[config.mk]
export PLATFORM = sky130hd
export DESIGN_NAME = hls_call_ctrl_flat
export DESIGN_NICKNAME = d
export VERILOG_FILES = /design/src/rtl/hls_call_ctrl_pkg.sv /design/src/rtl/hls_call_ctrl_if.sv /design/src/rtl/hls_call_ctrl_cycle_timer.sv /design/src/rtl/hls_call_ctrl.sv /design/src/flat_wrapper.sv
export SDC_FILE = /design/constraint.sdc
export NUM_CORES = 1
export LEC_CHECK = 0
export ABC_AREA = 1
export CAP_MARGIN = 5
export CORE_AREA = 2 2 64 127
export CTS_BUF_LIST = sky130_fd_sc_hd__clkbuf_2 sky130_fd_sc_hd__clkbuf_4 sky130_fd_sc_hd__clkbuf_8
export DETAILED_ROUTE_END_ITERATION = 10
export DIE_AREA = 0 0 66 129
export DONT_BUFFER_PORTS = 1
export HOLD_SLACK_MARGIN = 0.12
export PLACE_DENSITY = 0.64
export REMOVE_ABC_BUFFERS = 1
export SLEW_MARGIN = 20
export SYNTH_ARGS = -nofsm -noshare
export SYNTH_HDL_FRONTEND = slang
export SYNTH_SLANG_ARGS = --single-unit
export TNS_END_PERCENT = 20
[constraint.sdc]
create_clock -name CLK -period 1.8 [get_ports CLK]
set_input_delay 0.36 -clock CLK [delete_from_list [all_inputs] [get_ports CLK]]
set_output_delay 0.36 -clock CLK [all_outputs]
set_load 0.02 [all_outputs]
[src/rtl/hls_call_ctrl_pkg.sv]
// hls_call_ctrl shared types and defaults.
// State encoding for the ap_ctrl_hs call sequencer.
package hls_call_ctrl_pkg;

  localparam int unsigned DATA_W_D = 32;
  localparam int unsigned CNT_W_D  = 26;
  localparam int unsigned TIMEOUT_D = 5000000;

  typedef enum logic [1:0] {
    ST_IDLE  = 2'd0,
    ST_START = 2'd1,
    ST_WAIT  = 2'd2,
    ST_DRAIN = 2'd3
  } state_t;

  function automatic logic in_call(state_t s);
    return (s == ST_START) || (s == ST_WAIT);
  endfunction

endpackage

[src/rtl/hls_call_ctrl_if.sv]
// ap_ctrl_hs handshake bundle between controller and HLS core.
// master = controller side, slave = HLS core side.
interface hls_call_ctrl_if #(
  parameter int unsigned DATA_W = 32
) ();

  logic              ap_start;
  logic              ap_ready;
  logic              ap_done;
  logic              ap_idle;
  logic [DATA_W-1:0] ap_return;

  modport master (
    output ap_start,
    input  ap_ready,
    input  ap_done,
    input  ap_idle,
    input  ap_return
  );

  modport slave (
    input  ap_start,
    output ap_ready,
    output ap_done,
    output ap_idle,
    output ap_return
  );

endinterface

[src/rtl/hls_call_ctrl_cycle_timer.sv]
// Call-duration counter with terminal-count compare.
// Held at zero while cleared; stops advancing when not enabled.
module cycle_timer #(
  parameter int unsigned       CNT_W   = 26,
  parameter logic [CNT_W-1:0]  TIMEOUT = CNT_W'(5000000)
) (
  input  logic             CLK,
  input  logic             RST,
  input  logic             clr,
  input  logic             en,
  output logic [CNT_W-1:0] count,
  output logic             hit
);

  // count register: clear wins over enable
  always_ff @(posedge CLK) begin
    if (!RST) begin
      count <= '0;
    end else if (clr) begin
      count <= '0;
    end else if (en) begin
      count <= count + 1'b1;
    end
  end

  assign hit = (count == TIMEOUT);

endmodule

[src/rtl/hls_call_ctrl.sv]
// Runs one ap_ctrl_hs call per accepted trigger pulse.
// Captures ap_return and cycle count, aborts on timeout.
module hls_call_ctrl
  import hls_call_ctrl_pkg::*;
#(
  parameter int unsigned      DATA_W  = DATA_W_D,
  parameter int unsigned      CNT_W   = CNT_W_D,
  parameter logic [CNT_W-1:0] TIMEOUT = CNT_W'(TIMEOUT_D)
) (
  input  logic               CLK,
  input  logic               RST,
  input  logic               trig,
  hls_call_ctrl_if.master    hls,
  output logic               busy,
  output logic [DATA_W-1:0]  result,
  output logic               result_valid,
  output logic [CNT_W-1:0]   cycles,
  output logic               timeout
);

  state_t           state;
  state_t           state_n;
  logic             cap;
  logic             abort;
  logic             hit;
  logic [CNT_W-1:0] count;

  cycle_timer #(
    .CNT_W   (CNT_W),
    .TIMEOUT (TIMEOUT)
  ) u_timer (
    .CLK   (CLK),
    .RST   (RST),
    .clr   (state == ST_IDLE),
    .en    (in_call(state)),
    .count (count),
    .hit   (hit)
  );

  // state register
  always_ff @(posedge CLK) begin
    if (!RST) begin
      state <= ST_IDLE;
    end else begin
      state <= state_n;
    end
  end

  // next state; a done on the timeout cycle still completes
  always_comb begin
    state_n = state;
    cap     = 1'b0;
    abort   = 1'b0;
    unique case (state)
      ST_IDLE: begin
        if (trig && hls.ap_idle) begin
          state_n = ST_START;
        end
      end
      ST_START: begin
        if (hls.ap_done) begin
          cap     = 1'b1;
          state_n = ST_IDLE;
        end else if (hit) begin
          abort   = 1'b1;
          state_n = ST_DRAIN;
        end else if (hls.ap_ready) begin
          state_n = ST_WAIT;
        end
      end
      ST_WAIT: begin
        if (hls.ap_done) begin
          cap     = 1'b1;
          state_n = ST_IDLE;
        end else if (hit) begin
          abort   = 1'b1;
          state_n = ST_DRAIN;
        end
      end
      ST_DRAIN: begin
        if (hls.ap_idle) begin
          state_n = ST_IDLE;
        end
      end
      default: state_n = ST_IDLE;
    endcase
  end

  // result capture and one-cycle status pulses
  always_ff @(posedge CLK) begin
    if (!RST) begin
      result       <= '0;
      cycles       <= '0;
      result_valid <= 1'b0;
      timeout      <= 1'b0;
    end else begin
      result_valid <= cap;
      timeout      <= abort;
      if (cap) begin
        result <= hls.ap_return;
        cycles <= count;
      end
    end
  end

  assign hls.ap_start = (state == ST_START);
  assign busy         = (state != ST_IDLE);

endmodule

[src/flat_wrapper.sv]
// flat-port wrapper written by rule: the top's interface ports become plain ports
module hls_call_ctrl_flat import hls_call_ctrl_pkg::*;
#(
  parameter int unsigned      DATA_W  = DATA_W_D,
  parameter int unsigned      CNT_W   = CNT_W_D,
  parameter logic [CNT_W-1:0] TIMEOUT = CNT_W'(TIMEOUT_D)
)
  (CLK, RST, trig, busy, result, result_valid, cycles, timeout, hls_ap_start, hls_ap_ready, hls_ap_done, hls_ap_idle, hls_ap_return);
  hls_call_ctrl_if #(.DATA_W(DATA_W)) hls_i ();
  input  logic CLK;
  input  logic RST;
  input  logic trig;
  output logic busy;
  output logic [DATA_W-1:0] result;
  output logic result_valid;
  output logic [CNT_W-1:0] cycles;
  output logic timeout;
  output wire logic [$bits(hls_i.ap_start)-1:0] hls_ap_start;
  input wire logic [$bits(hls_i.ap_ready)-1:0] hls_ap_ready;
  input wire logic [$bits(hls_i.ap_done)-1:0] hls_ap_done;
  input wire logic [$bits(hls_i.ap_idle)-1:0] hls_ap_idle;
  input wire logic [$bits(hls_i.ap_return)-1:0] hls_ap_return;
  assign hls_ap_start = hls_i.ap_start;
  assign hls_i.ap_ready = hls_ap_ready;
  assign hls_i.ap_done = hls_ap_done;
  assign hls_i.ap_idle = hls_ap_idle;
  assign hls_i.ap_return = hls_ap_return;
  hls_call_ctrl #(.DATA_W(DATA_W), .CNT_W(CNT_W), .TIMEOUT(TIMEOUT)) u_core (.CLK(CLK), .RST(RST), .trig(trig), .hls(hls_i), .busy(busy), .result(result), .result_valid(result_valid), .cycles(cycles), .timeout(timeout));
endmodule
# After elaboration in Yosys (flattened, before gate mapping)
# Index checks and enable logic that the tools add are counted.
# classes
add_sub_neg	1
bitwise	2
eq_ne	8
n_reduce_logical	8
mux	11
# ops
cell	count
$add 26x1->26 const B	1
$eq 26x23->1 const B	1
$mux 2	7
$pmux 2 s4	1
$eq 2x2->1 const B	2
$ne 4x1->1 const B	1
$reduce_and 4->1	1
$reduce_or 2->1	2
$mux 1	3
$ne 3x2->1 const B	1
$reduce_or 3->1	1
$eq 2x1->1 const B	1
$logic_not 2->1	1
$ne 2x1->1 const B	1
$ne 2x2->1 const B	1
$not 1->1	2
$reduce_bool 2->1	1
$logic_and 1x1->1	1
$logic_or 1x1->1	1
# totals
reg_bits	88
input_bits	38
elab_cells	36
output_inout_bits	62

# Depth between registers and ports, before layout
# depth
depth_word	4
mapped_depth	12
mapped_depth_nobuf	12

# Hierarchy
# Synthesis repeated with hierarchy kept, for this count alone.
# unflattened
cells_unflattened	522
hier_area_um2	3743.6
# by_module_without_submodules
mod	area_each_um2	cells_each	n_inst	seq_area_each_um2
hls_call_ctrl	2275.9	294	1	1241.2
cycle_timer	1467.7	228	1	520.5

# Worst setup path before layout
# Ideal clock, no wire load.
# synth_timing
path_kind	register to register
start	register u_core.state[1]
end	register u_core.u_timer.count[21]
t_arrival_ps	1477
setup_time_ps	115
required_time_ps	1685
synth_period_minus_slack_ps	1592
slack_ps	208
path_stages_with_launch	11
path_cell_list	dfxtp_1 inv_1 ha_1 buf_4 inv_2 nor3_1 nand3b_1 nor2_4 nand3_1 nand2_1 nor2_2
# synth_via
elab_chain_len	2
elab_cells_between_ends	5
# synth_rtl
element	line_no	text
from (decl)	hls_call_ctrl.sv:21	state_t state;
from (signal assigned)	hls_call_ctrl.sv:45	state <= state_n;
$eq 2x1->1, or another cell as far along	hls_call_ctrl_pkg.sv:17	return (s == ST_START) || (s == ST_WAIT);
$logic_or 1x1->1 / $reduce_or 2->1 (equally long branches)	-	
to (signal assigned)	hls_call_ctrl_cycle_timer.sv:22	count <= count + 1'b1;
to (decl)	hls_call_ctrl_cycle_timer.sv:11	output logic [CNT_W-1:0] count,
# Several ways; a longest one is shown, not always the timed one.
# A chain may end at the register's enable or synchronous reset.

# Final worst setup path
# Ends and elaborated chain as after synthesis.

==> impl_metrics.yaml <==
clock_tree:
  cts_sinks: 88
  clock_latency_ps: 350
  numCtsBuffers: 9
  clockBufferDepth: 2
  cts_root_buf: "clkbuf_8"
  clk_pin_slew_ps: 80
  htreeDepth: 3
  cts_tree: "yes"
  post_cts_buffers: 0
floorplanning:
  coreArea_mm2: 0.00754
  die_area_mm2: 0.00851
  io_pins: 100
  initial_core_util_pct: 49.0
  die_h_um: 129
  rows: 45
  die_width_um: 66
placed_design:
  dpl.hpwl_um: 6390
  place_congestion: 0.871
  port_buffers: 0
  dp_slack_ps: 1.07
routing:
  dr.first_iter.drc_count: 125
  num_vias: 3194
  drt-total-wl_um: 9160
  wl_per_cell_um: 15.3
  drc: 0
  avgViaCountPerCell: 5.33
  ant_nets: 0
  drtPass1Iterations: 7
status:
  status: "finished clean"
sta:
  worst_slack_ps: 153
  relSlewSlack_pct: 55.1
  fmaxAchievable_mhz: 607
  skew_ps: 4.66
  worst_pin_slew_ps: 672
  tns_ps: 0
  hold_slack_ps: 143
  setup_viol: 0
  timing.final.crit_period_ps: 1650
  hold_violations: 0
  grt_setup_unrepaired: "yes"
  slew_violations: 0
  period_share_pct: 91.5
layout:
  area_growth_pct: 10.4
  fin_nets: 544
  antenna_cells: 0
  fillers: 753
  drive_gt1_share_pct: 11.3
  mostFrequentLayoutCells: "118 x nor2_1, 86 x dfxtp_1, 68 x o21ai_0, 49 x nand2_1"
  final_common_cell: "nor2_1"
worst_setup_path:
  start_kind: "flip-flop"
  arrival_ps: 1890
  crit_fanout: 6
  cp_slowest_stage_delay_ps: 360
  cp-end-kind: "flip-flop"
  path_class: "flip-flop to flip-flop"
  cp.required_ps: 2050
  path_cells: "inv_1 > ha_4 > inv_2 > nor3_1 > nand3b_1 > nor2_4 > nand3_1 > nand2_1 > nor2_2"
  critPathSlowestCell: "dfxtp_2"
power:
  internal-power_uw: 3900
  combPwrFrac_pct: 26.9
  p_seq_share_pct: 51.2
  p_sw_share_pct: 41.0
  power.clock.fraction_pct: 21.8
  power_density_mw_per_mm2: 1620
  peakVddDrop_mv: 0.877
  p_leak_uw: 0.00146
  p_switching_uw: 2720
job:
  cap_viol_max_count: 0
global_routing:
  grt_max_degree: 74
  grt-ovfl-total: 0
  grt_pass1_wl_um: 14200
  grt_pass1_vias: 3058
  grt_usage_pct: 22.1
  antenna_found_initial: 0
synth:
  synth_seq_cells: 88
  syn_inst: 497
  synth.distinct_cells: 29
  avgSynthCellArea_um2: 7.43
  yosysSeqAreaShare_pct: 47.7
  synth_area_mm2: 0.00369
  yosys_warnings: 0
worst_hold_path:
  min_path_type: "input port to flip-flop"
power by group through the flow:
stage                     Clock, uW  Combinational [uW]  Sequential [uW]
after global routing           1580                2030             3470
final                          1450                1780             3390
after detailed placement          0                1730             3450
after global placement            0                1680             3440
after floorplan                   0                1200             3350
after CTS                      1490                1760             3400
path summary, 6_finish.rpt:
check,depth (start not counted),to,startpoint,slack [ps]
max,9,u_core.u_timer.count[21],u_core.state[1],150
min,2,u_core.result[10],RST,140
max reg2reg,9,u_core.u_timer.count[21],u_core.state[1],150
min reg2reg,2,u_core.cycles[24],u_core.u_timer.count[24],510
layer usage:
metal,up-vias,global-route usage (%),wire [um]
met1,1470,20.8,3210
met3,18,4.90,560
met2,86,42.4,5130
met5,-,0,0
li1,1620,-,-
met4,0,11.8,264
cell families after synthesis:
| logic type | count (synthesis) | share of synthesized area (%) |
|---|---|---|
| AO/OA/AOI/OAI | 108 | 14.8 |
| XOR/XNOR | 2 | 0.474 |
| adder cells (fa/ha/maj) | 6 | 2.03 |
| buffers and inverters | 61 | 6.54 |
| flip-flops | 88 | 47.7 |
| AND/OR/NAND/NOR | 232 | 28.4 |
state kept, by name (all words and copies together) (netlist names):
signal and cells:
u_core.timeout 1, u_core.state 2, u_core.cycles 26, u_core.result_valid 1
u_core.u_timer.count 26, u_core.result 32
cell type report:
type                    instances  area (um2)  share of cell area [%]
flip-flops and latches         88        1760                    43.3
multi-input cells             348        1710                    41.9
clock buffers                  12         165                    4.05
inverters                      42         158                    3.87
well taps                      94         118                    2.88
repair buffers                 11         115                    2.82
clock inverters                 4        51.3                    1.26
metrics by stage:
step / cells / utilization, % / power (uW) / area (um2)
floorplan: 478 / - / 4550 / 3610
global placement: 580 / 50.5 / 5110 / 3810
detailed placement: 580 / 50.5 / 5180 / 3810
CTS: 599 / 53.8 / 6650 / 4060
global route: 599 / 54.0 / 7080 / 4080
finish: 599 / 54.0 / 6620 / 4080
synthesized netlist by cell type (all sizes together):
cell | n | area, um2
o22a | 1 | 8.76
o21ai | 69 | 345
a21oi | 36 | 180
nor4 | 2 | 18.8
ha | 6 | 75.1
clkbuf | 11 | 41.3
nand3b | 3 | 22.5
nand3 | 22 | 120
nand2 | 55 | 221
a31oi | 1 | 6.26
buf | 8 | 42.5
nand4 | 5 | 37.5
or3b | 1 | 8.76
nor2 | 127 | 517
xor2 | 2 | 17.5
o21a | 1 | 7.51
nor3 | 17 | 105
inv | 42 | 158
dfxtp | 88 | 1760
critical path, delay by kind of cell (launching register included):
| kind | cells | cell delay, ps |
|---|---|---|
| buffers and inverters | 2 | 170 |
| AND/OR/NAND/NOR | 6 | 690 |
| flip-flops | 1 | 360 |
| adder cells (fa/ha/maj) | 1 | 320 |
what timing repair did:
action | CTS | global route
setup endpoints to repair | 1 | 31
hold endpoints to repair | 16 | 0
pin swaps | 0 | 1
gates resized for setup | 1 | 4
hold buffers | 3 | 0
No activity file was read; power rests on OpenSTA's default activity.
